[src/rtl/scale_window_fetch_if.sv]
// scale_window_fetch_if
//   Bundles the two handshakes of the scaling feeder: the source frame
//   memory read port and the 2x2 window hand-off to the scaling processor.
//
//   Memory port : mem_rd_en, mem_addr (feeder -> memory), mem_rdata (memory -> feeder,
//                 valid one cycle after mem_rd_en)
//   Window port : imgmn, imgm1n, imgmn1, imgm1n1, loc_x, loc_y, img_rdy
//                 (feeder -> processor), pixel_done (processor -> feeder)
//
//   master : the feeder side (scale_window_fetch)
//   slave  : the environment side (memory + scaling processor)
interface scale_window_fetch_if #(
    parameter int DW = 16,
    parameter int AW = 16
);
    logic          mem_rd_en;
    logic [AW-1:0] mem_addr;
    logic [DW-1:0] mem_rdata;
    logic [DW-1:0] imgmn;
    logic [DW-1:0] imgm1n;
    logic [DW-1:0] imgmn1;
    logic [DW-1:0] imgm1n1;
    logic [15:0]   loc_x;
    logic [15:0]   loc_y;
    logic          img_rdy;
    logic          pixel_done;

    modport master (
        output mem_rd_en, mem_addr,
        input  mem_rdata,
        output imgmn, imgm1n, imgmn1, imgm1n1, loc_x, loc_y, img_rdy,
        input  pixel_done
    );

    modport slave (
        input  mem_rd_en, mem_addr,
        output mem_rdata,
        input  imgmn, imgm1n, imgmn1, imgm1n1, loc_x, loc_y, img_rdy,
        output pixel_done
    );
endinterface

[src/rtl/scale_window_fetch.sv]
// scale_window_fetch
//   Source-side feeder for the image-scaling datapath. Walks the target image
//   in raster order, maps each target pixel to a Q8.8 source location, reads
//   the clamped 2x2 source neighbourhood and hands it to the scaling processor
//   with a one-cycle img_rdy strobe, then waits for pixel_done.
//
//   clk        : rising-edge clock
//   reset      : synchronous, active-low
//   start      : frame start request, sampled in IDLE only
//   sw, sh     : source width/height in pixels (>= 1)
//   tw, th     : target width/height in pixels
//   x_step,
//   y_step     : Q8.8 source increment per target pixel
//   bus        : memory read port + window hand-off (scale_window_fetch_if.master)
//   busy       : high from start acceptance until frame end
//   frame_done : one-cycle pulse after the last window completes
module scale_window_fetch #(
    parameter int DW   = 16,
    parameter int AW   = 16,
    parameter int FRAC = 8
) (
    input  logic                        clk,
    input  logic                        reset,
    input  logic                        start,
    input  logic [15:0]                 sw,
    input  logic [15:0]                 sh,
    input  logic [15:0]                 tw,
    input  logic [15:0]                 th,
    input  logic [15:0]                 x_step,
    input  logic [15:0]                 y_step,
    scale_window_fetch_if.master        bus,
    output logic                        busy,
    output logic                        frame_done
);

    typedef enum logic [3:0] {
        IDLE, CALC, RD0, RD1, RD2, RD3, CAP, ISSUE, WAIT_DONE, ADV
    } state_t;

    state_t state, state_nx;

    logic [15:0]   tx, ty;
    logic [15:0]   acc_x, acc_y;
    logic [15:0]   m, m1;
    logic [AW-1:0] base_n, base_n1;

    logic [15:0]   sw_max, sh_max;
    logic [15:0]   ix, iy;
    logic [15:0]   m_c, n_c, m1_c, n1_c;
    logic [31:0]   row_n, row_n1;
    logic          more_x, more_y;
    logic [DW-1:0] rdata;

    assign rdata = bus.mem_rdata;
    assign busy  = (state != IDLE);

    // Clamped source coordinates for the current accumulator values; only
    // registered in CALC, so the multipliers see stable operands there.
    always_comb begin
        sw_max = sw - 16'd1;
        sh_max = sh - 16'd1;
        ix     = acc_x >> FRAC;
        iy     = acc_y >> FRAC;
        m_c    = (ix > sw_max) ? sw_max : ix;
        n_c    = (iy > sh_max) ? sh_max : iy;
        m1_c   = (m_c < sw_max) ? m_c + 16'd1 : sw_max;
        n1_c   = (n_c < sh_max) ? n_c + 16'd1 : sh_max;
        row_n  = {16'd0, n_c}  * {16'd0, sw};
        row_n1 = {16'd0, n1_c} * {16'd0, sw};
        more_x = (tx < tw - 16'd1);
        more_y = (ty < th - 16'd1);
    end

    always_ff @(posedge clk) begin
        if (!reset) begin
            state <= IDLE;
        end else begin
            state <= state_nx;
        end
    end

    always_comb begin
        state_nx      = state;
        bus.mem_rd_en = 1'b0;
        bus.mem_addr  = '0;
        bus.img_rdy   = 1'b0;
        case (state)
            IDLE: begin
                if (start && (tw != '0) && (th != '0)) begin
                    state_nx = CALC;
                end
            end
            CALC: state_nx = RD0;
            RD0: begin
                bus.mem_rd_en = 1'b1;
                bus.mem_addr  = base_n + AW'(m);
                state_nx      = RD1;
            end
            RD1: begin
                bus.mem_rd_en = 1'b1;
                bus.mem_addr  = base_n + AW'(m1);
                state_nx      = RD2;
            end
            RD2: begin
                bus.mem_rd_en = 1'b1;
                bus.mem_addr  = base_n1 + AW'(m);
                state_nx      = RD3;
            end
            RD3: begin
                bus.mem_rd_en = 1'b1;
                bus.mem_addr  = base_n1 + AW'(m1);
                state_nx      = CAP;
            end
            CAP: state_nx = ISSUE;
            ISSUE: begin
                bus.img_rdy = 1'b1;
                state_nx    = WAIT_DONE;
            end
            WAIT_DONE: begin
                if (bus.pixel_done) begin
                    state_nx = ADV;
                end
            end
            ADV: state_nx = (more_x || more_y) ? CALC : IDLE;
            default: state_nx = IDLE;
        endcase
    end

    // Read data arrives one cycle after each RDx, so each pixel register
    // is loaded in the state following its read (RD1..RD3, CAP).
    always_ff @(posedge clk) begin
        if (!reset) begin
            tx          <= '0;
            ty          <= '0;
            acc_x       <= '0;
            acc_y       <= '0;
            m           <= '0;
            m1          <= '0;
            base_n      <= '0;
            base_n1     <= '0;
            bus.imgmn   <= '0;
            bus.imgm1n  <= '0;
            bus.imgmn1  <= '0;
            bus.imgm1n1 <= '0;
            bus.loc_x   <= '0;
            bus.loc_y   <= '0;
            frame_done  <= 1'b0;
        end else begin
            frame_done <= 1'b0;
            case (state)
                IDLE: begin
                    if (start) begin
                        tx    <= '0;
                        ty    <= '0;
                        acc_x <= '0;
                        acc_y <= '0;
                        if ((tw == '0) || (th == '0)) begin
                            frame_done <= 1'b1;
                        end
                    end
                end
                CALC: begin
                    m       <= m_c;
                    m1      <= m1_c;
                    base_n  <= AW'(row_n);
                    base_n1 <= AW'(row_n1);
                end
                RD1: bus.imgmn  <= rdata;
                RD2: bus.imgm1n <= rdata;
                RD3: bus.imgmn1 <= rdata;
                CAP: begin
                    bus.imgm1n1 <= rdata;
                    bus.loc_x   <= acc_x;
                    bus.loc_y   <= acc_y;
                end
                ADV: begin
                    if (more_x) begin
                        tx    <= tx + 16'd1;
                        acc_x <= acc_x + x_step;
                    end else if (more_y) begin
                        tx    <= '0;
                        acc_x <= '0;
                        ty    <= ty + 16'd1;
                        acc_y <= acc_y + y_step;
                    end else begin
                        frame_done <= 1'b1;
                    end
                end
                default: ;
            endcase
        end
    end

endmodule

[src/flat_wrapper.sv]
// flat-port wrapper written by rule: the top's interface ports become plain ports
module scale_window_fetch_flat 
#(
    parameter int DW   = 16,
    parameter int AW   = 16,
    parameter int FRAC = 8
)
  (clk, reset, start, sw, sh, tw, th, x_step, y_step, busy, frame_done, bus_mem_rd_en, bus_mem_addr, bus_mem_rdata, bus_imgmn, bus_imgm1n, bus_imgmn1, bus_imgm1n1, bus_loc_x, bus_loc_y, bus_img_rdy, bus_pixel_done);
  scale_window_fetch_if #(.DW(DW), .AW(AW)) bus_i ();
  input  logic clk;
  input  logic reset;
  input  logic start;
  input  logic [15:0] sw;
  input  logic [15:0] sh;
  input  logic [15:0] tw;
  input  logic [15:0] th;
  input  logic [15:0] x_step;
  input  logic [15:0] y_step;
  output logic busy;
  output logic frame_done;
  output wire logic [$bits(bus_i.mem_rd_en)-1:0] bus_mem_rd_en;
  output wire logic [$bits(bus_i.mem_addr)-1:0] bus_mem_addr;
  input wire logic [$bits(bus_i.mem_rdata)-1:0] bus_mem_rdata;
  output wire logic [$bits(bus_i.imgmn)-1:0] bus_imgmn;
  output wire logic [$bits(bus_i.imgm1n)-1:0] bus_imgm1n;
  output wire logic [$bits(bus_i.imgmn1)-1:0] bus_imgmn1;
  output wire logic [$bits(bus_i.imgm1n1)-1:0] bus_imgm1n1;
  output wire logic [$bits(bus_i.loc_x)-1:0] bus_loc_x;
  output wire logic [$bits(bus_i.loc_y)-1:0] bus_loc_y;
  output wire logic [$bits(bus_i.img_rdy)-1:0] bus_img_rdy;
  input wire logic [$bits(bus_i.pixel_done)-1:0] bus_pixel_done;
  assign bus_mem_rd_en = bus_i.mem_rd_en;
  assign bus_mem_addr = bus_i.mem_addr;
  assign bus_i.mem_rdata = bus_mem_rdata;
  assign bus_imgmn = bus_i.imgmn;
  assign bus_imgm1n = bus_i.imgm1n;
  assign bus_imgmn1 = bus_i.imgmn1;
  assign bus_imgm1n1 = bus_i.imgm1n1;
  assign bus_loc_x = bus_i.loc_x;
  assign bus_loc_y = bus_i.loc_y;
  assign bus_img_rdy = bus_i.img_rdy;
  assign bus_i.pixel_done = bus_pixel_done;
  scale_window_fetch #(.DW(DW), .AW(AW), .FRAC(FRAC)) u_core (.clk(clk), .reset(reset), .start(start), .sw(sw), .sh(sh), .tw(tw), .th(th), .x_step(x_step), .y_step(y_step), .bus(bus_i), .busy(busy), .frame_done(frame_done));
endmodule
[config.mk]
export PLATFORM = sky130hd
export DESIGN_NAME = scale_window_fetch_flat
export DESIGN_NICKNAME = d
export VERILOG_FILES = /design/src/rtl/scale_window_fetch_if.sv /design/src/rtl/scale_window_fetch.sv /design/src/flat_wrapper.sv
export SDC_FILE = /design/constraint.sdc
export NUM_CORES = 1
export LEC_CHECK = 0
export ABC_AREA = 1
export BUFFER_PORTS_ARGS = -buffer_cell sky130_fd_sc_hd__buf_2
export CAP_MARGIN = 0
export CORE_UTILIZATION = 32
export CTS_BUF_LIST = sky130_fd_sc_hd__clkbuf_8 sky130_fd_sc_hd__clkbuf_16
export DETAILED_ROUTE_END_ITERATION = 10
export GPL_TIMING_DRIVEN = 0
export HOLD_SLACK_MARGIN = 0.05
export PLACE_DENSITY_LB_ADDON = 0.2
export SKIP_CTS_REPAIR_TIMING = 1
export SLEW_MARGIN = 20
export SYNTH_ARGS = -nofsm -noshare
export SYNTH_HDL_FRONTEND = slang
export SYNTH_SLANG_ARGS = --single-unit
[constraint.sdc]
create_clock -name clk -period 21.9 [get_ports clk]
set_input_delay 0 -clock clk [delete_from_list [all_inputs] [get_ports clk]]
set_output_delay 0 -clock clk [all_outputs]
set_load 0.01 [all_outputs]
* Word-level counts from Yosys, hierarchy flattened
Cells that the tools add are included.
** Storage, ports and cells
- Register bits :: 229
- Input bits :: 116
- Logic and storage cells :: 96
** Cells by class
- Add/subtract/negate cells :: 14
- Multipliers :: 2
- Magnitude comparators :: 6
- Equal/unequal tests :: 15
- Muxes and demuxes :: 28
- Reduce and logical (&&, ||, !) cells :: 15
** Operators with widths (count)
- two-way mux 16 bit :: 12
- one-hot mux 16 bit (2 select lines) :: 4
- adder 16 bit :: 6
- adder 16 x 1 -> 16 bit (second input constant) :: 4
- less-than comparator 16 bit :: 4
- one-hot mux 16 bit (4 select lines) :: 1
- subtractor 16 x 1 -> 16 bit (second input constant) :: 4
- one-hot mux 4 bit (10 select lines) :: 1
- > comparator 8 x 16 -> 1 bit :: 2
- zero test 16 bit :: 2
- multiplier 16 x 16 -> 16 bit :: 2
- nonzero test 16 bit :: 2
- equality test 4 x 3 -> 1 bit (second input constant) :: 4
- equality test 4 x 2 -> 1 bit (second input constant) :: 2
- equality test 4 bit (second input constant) :: 2
- two-way mux 4 bit :: 2
- two-way mux 1 bit :: 7
- != test 2 bit (second input constant) :: 3
- equality test 4 x 1 -> 1 bit (second input constant) :: 1
- zero test 4 bit :: 1
- != test 2 x 1 -> 1 bit (second input constant) :: 2
- AND reduction 4 bit :: 1
- nonzero test 4 bit :: 1
- OR reduction 4 bit :: 1
- 7 further kinds :: 9

* Longest topological paths before layout
- Depth after elaboration :: 6
- Depth in mapped cells :: 60
- Gate-level depth less buffers :: 59

* Worst setup path after synthesis
No wires, ideal clock.
- Path kind :: input-to-reg
- Start :: input port sh[0]
- End :: register u_core.base_n1[15]
- Library setup time :: 0.117 ns
- Arrival time :: 7.836 ns
- Path slack :: 13.947 ns
- Stages :: 53
- Buffers on the path :: 1
- Cells stage by stage :: inv_2 > ha_1 > nand2_2 > xor2_1 > inv_1 > ha_1 > nand2_1 > inv_1 > nand2_1 > nand2_1 > nand3_1 > a21oi_2 > nand2_4 > buf_6 > o21ai_4 > inv_2 > ha_1 > a31oi_1 > (+17 left out) > inv_1 > ha_1 > nand2_1 > o21ai_0 > nand3_1 > nand2_1 > a21oi_1 > o21bai_1 > xor2_1 > nand3_1 > nand2_1 > nand2_1 > nand2_1 > nand3_1 > nand3_1 > nand2_1 > nor2_1 > nor2_1
** Between the ends
- Longest elaborated chain between the ends :: 6
** RTL lines
- start: declaration :: line flat_wrapper.sv:14 : input logic [15:0] sh;
- subtractor 16 x 1 -> 16 bit * :: line scale_window_fetch.sv:61 : sh_max = sh - 16'd1;
- > comparator 8 x 16 -> 1 bit :: line scale_window_fetch.sv:65 : n_c = (iy > sh_max) ? sh_max : iy;
- two-way mux 16 bit :: line scale_window_fetch.sv:65
- adder 16 x 1 -> 16 bit / less-than comparator 16 bit (equally long branches) :: line scale_window_fetch.sv:67 : n1_c = (n_c < sh_max) ? n_c + 16'd1 : sh_max;
- two-way mux 16 bit * :: line scale_window_fetch.sv:67
- multiplier 16 x 16 -> 16 bit * :: line scale_window_fetch.sv:69 : row_n1 = {16'd0, n1_c} * {16'd0, sw};
- end signal: assignment :: line scale_window_fetch.sv:166 : base_n1 <= AW'(row_n1);
- end: declaration :: line scale_window_fetch.sv:45 : logic [AW-1:0] base_n, base_n1;
Every way passes the cells marked *; elsewhere a longest branch is shown, timed or not.
A chain may end at the register's enable or synchronous reset.

* Worst setup path in the final report
Ends and elaborated chain as after synthesis.

==> impl_metrics.env <==
export IMPL_status="complete, but fails checks"
export IMPL_path_buf_inv=8
export IMPL_synth_area_leader_cell="dfxtp_1"
export IMPL_power_share_clock=0.320
export IMPL_clock_fmax_ghz=0.1061
export IMPL_yosysWarnings=0
export IMPL_cp_common_cell="nand2_1"
export IMPL_grt_ovfl_total=0
export IMPL_grt_pass1_vias=18850
export IMPL_p_leak_nw=12.75
export IMPL_worstMarginPinSlew_ns=0.9436
export IMPL_r2r_setup_slack_ns=12.53
export IMPL_r2r_start="u_core.acc_y[10]"
export IMPL_clk_pin_slew_ns=0.06
export IMPL_power_density_nw_per_um2=57.26
export IMPL_dieArea_um2=67890
export IMPL_rows=94
export IMPL_critPathRequiredTime_ns=22.40
export IMPL_start_kind="primary input"
export IMPL_fin_setup_tns_ns=0
export IMPL_synthArstFlopShare=0
export IMPL_synth_edff_count=0
export IMPL_clockRootBuffer="clkbuf_16"
export IMPL_setup_viol=0
export IMPL_cpPeakStageDelay_ns=0.54
export IMPL_die_h_um=260.6
export IMPL_r2r_cells=49
export IMPL_path_class="in2reg"
export IMPL_vias=19490
export IMPL_comb_power_share=0.365
export IMPL_synth_seq_cells=229
export IMPL_end_kind="register"
export IMPL_report_final_slew_viol_count=0
export IMPL_cpMaxStageDelayCell="fa_1"
export IMPL_start_util=0.3243
export IMPL_die_w_um=260.6
export IMPL_postSynthCellCount=2964
export IMPL_yosys_top_cells_area="dfxtp_1, fa_1, ha_1, nor2_1, inv_1"
export IMPL_nNetsFinal=3811
export IMPL_critPathArrivalTime_ns=9.93
export IMPL_holdPathEnd="u_core.acc_y[1]"
export IMPL_viasPerCell=4.651
export IMPL_coreArea_um2=65980
export IMPL_ir_drop_uv=49.40
export IMPL_drt_iter0_drc=1301
export IMPL_cap_violations=0
export IMPL_drtPass1Iterations=8
export IMPL_p_seq_frac=0.315
export IMPL_fin_util=0.3805
export IMPL_p_sw_frac=0.3736
export IMPL_antenna_found_initial=2
export IMPL_path_max_fanout=10
export IMPL_avgRoutedWirePerCell_um=15.78
export IMPL_hp_start="y_step[1]"
export IMPL_final_cell_mix="nor2_1, inv_1, nand2_1"
export IMPL_grt_setup_unrepaired="no"
export IMPL_drive_above_1_share=0.1046
export IMPL_maxSlewHeadroom=0.3710
export IMPL_drc=112
export IMPL_r2r_end="u_core.base_n1[15]"
export IMPL_violations="DRC, hold timing"
export IMPL_grt_max_degree=14
export IMPL_hold_path_class="in2reg"
export IMPL_ant_nets=0
export IMPL_clk_latency_ns=0.56
export IMPL_fin_crit_ns=9.429
export IMPL_syn_avg_cell_area_um2=7.218
export IMPL_regArea_um2=4584
export IMPL_yosysSeqAreaShare=0.2143
export IMPL_cts_buffers=26
export IMPL_syn2layout_area_growth_pct=17.36
export IMPL_skew_ns=0.02441
export IMPL_synth_distinct_cells=62
export IMPL_fin_crit_sh=0.4305
export IMPL_gp_congestion=0.8437
export IMPL_cts_tree="done"
export IMPL_hold_ws_ns=-0.006363
export IMPL_yosysTopAreaCellShare=0.2143
export IMPL_clkSinkCount=229
export IMPL_power_net_switching_mw=0.5371
export IMPL_htreeDepth=1
export IMPL_p_int_mw=0.9005
export IMPL_hold_viol=1
export IMPL_clockBufferDepth=3
export IMPL_grt_usage=0.1951
export IMPL_io_pins=232
export IMPL_port_buffers=226
export IMPL_grt_pass1_wl_um=104200
export IMPL_hold_depth=6
export IMPL_drt_total_wl_um=66120
export IMPL_crit_family="adder cells"
export IMPL_ys_flop_type="dfxtp_1"
export IMPL_nFillCells=7115
export IMPL_hpwl_um=53990
export IMPL_syn_cell_area_um2=21390
export IMPL_multi_input_area_um2=14690
export IMPL_mostFrequentLayoutCell="nor2_1"
==> Yosys cell counts (4+ instances only) <==
master	instances
nand4_1	22
a211oi_1	6
ha_1	223
nand2_2	12
o22ai_1	12
a21oi_1	156
nand2_1	428
o21a_1	10
buf_2	8
dfxtp_1	229
nand3_1	80
nor4_1	7
fa_1	164
o21ai_0	251
nor3b_1	4
o21bai_1	13
or2_2	5
nand2_4	9
o32ai_1	4
nor3_1	39
inv_1	491
clkbuf_1	74
clkinv_1	9
xor2_1	74
nor2_1	503
a21o_1	5
a31oi_1	8
xnor2_1	37
nor2_2	7
inv_2	18
==> power by group through the flow <==
stage	clock, mW	combinational, mW	sequential, mW
2_1_floorplan	0	0.344	0.457
3_3_place_gp	0	0.522	0.461
3_5_place_dp	0	0.523	0.462
4_1_cts	0.469	0.528	0.453
5_1_grt	0.488	0.607	0.455
6_report	0.460	0.525	0.453
==> registers in the layout, indices dropped and copies added (netlist names) <==
signal	count
u_core.ty	16
u_core.tx	16
u_core.bus.imgmn1	16
u_core.base_n1	16
u_core.m1	16
u_core.state	4
u_core.m	16
u_core.base_n	16
u_core.bus.imgmn	16
u_core.acc_x	16
u_core.bus.loc_y	16
u_core.acc_y	16
u_core.bus.loc_x	16
u_core.bus.imgm1n	16
u_core.bus.imgm1n1	16
u_core.frame_done	1
==> area by class of cell <==
type,instances,area share
multi-input combinational,2176,0.5850
sequential,229,0.1826
inverter,519,0.07769
timing repair buffer,269,0.06219
tap,864,0.04306
clock buffer,30,0.02811
buffer,87,0.01385
clock inverter,16,0.007425
antenna,1,0.00009967
==> metrics by stage <==
stage          area [um^2]  cells  worst slack [ns]  total power [mW]  hold WS, ns
6_report             25110   4191             12.47             1.438    -0.006363
5_1_grt              25110   4190             11.54             1.550      0.05386
4_1_cts              24670   4147             12.39             1.450      -0.2822
3_5_place_dp         23780   4101             11.82            0.9848       0.3021
3_3_place_gp         23780   4101             11.84            0.9838       0.2826
2_1_floorplan        21570   3011             13.95            0.8004       0.1349
==> worst max path at each step <==
| stage | start | endpoint | slack, ns | cells past startpoint |
|---|---|---|---|---|
| floorplan | sh[0] | u_core.base_n1[15] | 13.95 | 53 |
| global placement | sh[0] | u_core.base_n1[15] | 11.84 | 51 |
| detailed placement | sh[0] | u_core.base_n1[15] | 11.82 | 51 |
| CTS | sh[0] | u_core.base_n1[15] | 12.39 | 51 |
| global route | sh[0] | u_core.base_n1[15] | 11.54 | 53 |
| finish | sh[0] | u_core.base_n1[15] | 12.47 | 51 |
==> cells by family after synthesis <==
kind of cell / share of synthesized area
compound gates: 0.1268
xor+xnor: 0.04620
fa+ha+maj: 0.2839
buf+inv: 0.1074
flops: 0.2143
other cells: 0.0003510
simple gates: 0.2211
==> per-layer routing <==
layer  share of wire  track usage
met5               0            0
met4           0.021      0.04597
met3           0.046      0.02059
met2            0.46       0.3323
met1            0.47       0.2633
==> worst min-delay path: cells and delay by family <==
kind            cells  cell delay [ns]
compound gates      1             0.07
fa+ha+maj           1             0.16
buf+inv             2             0.17
simple gates        2             0.10
No activity file was read; power rests on OpenSTA's default activity.
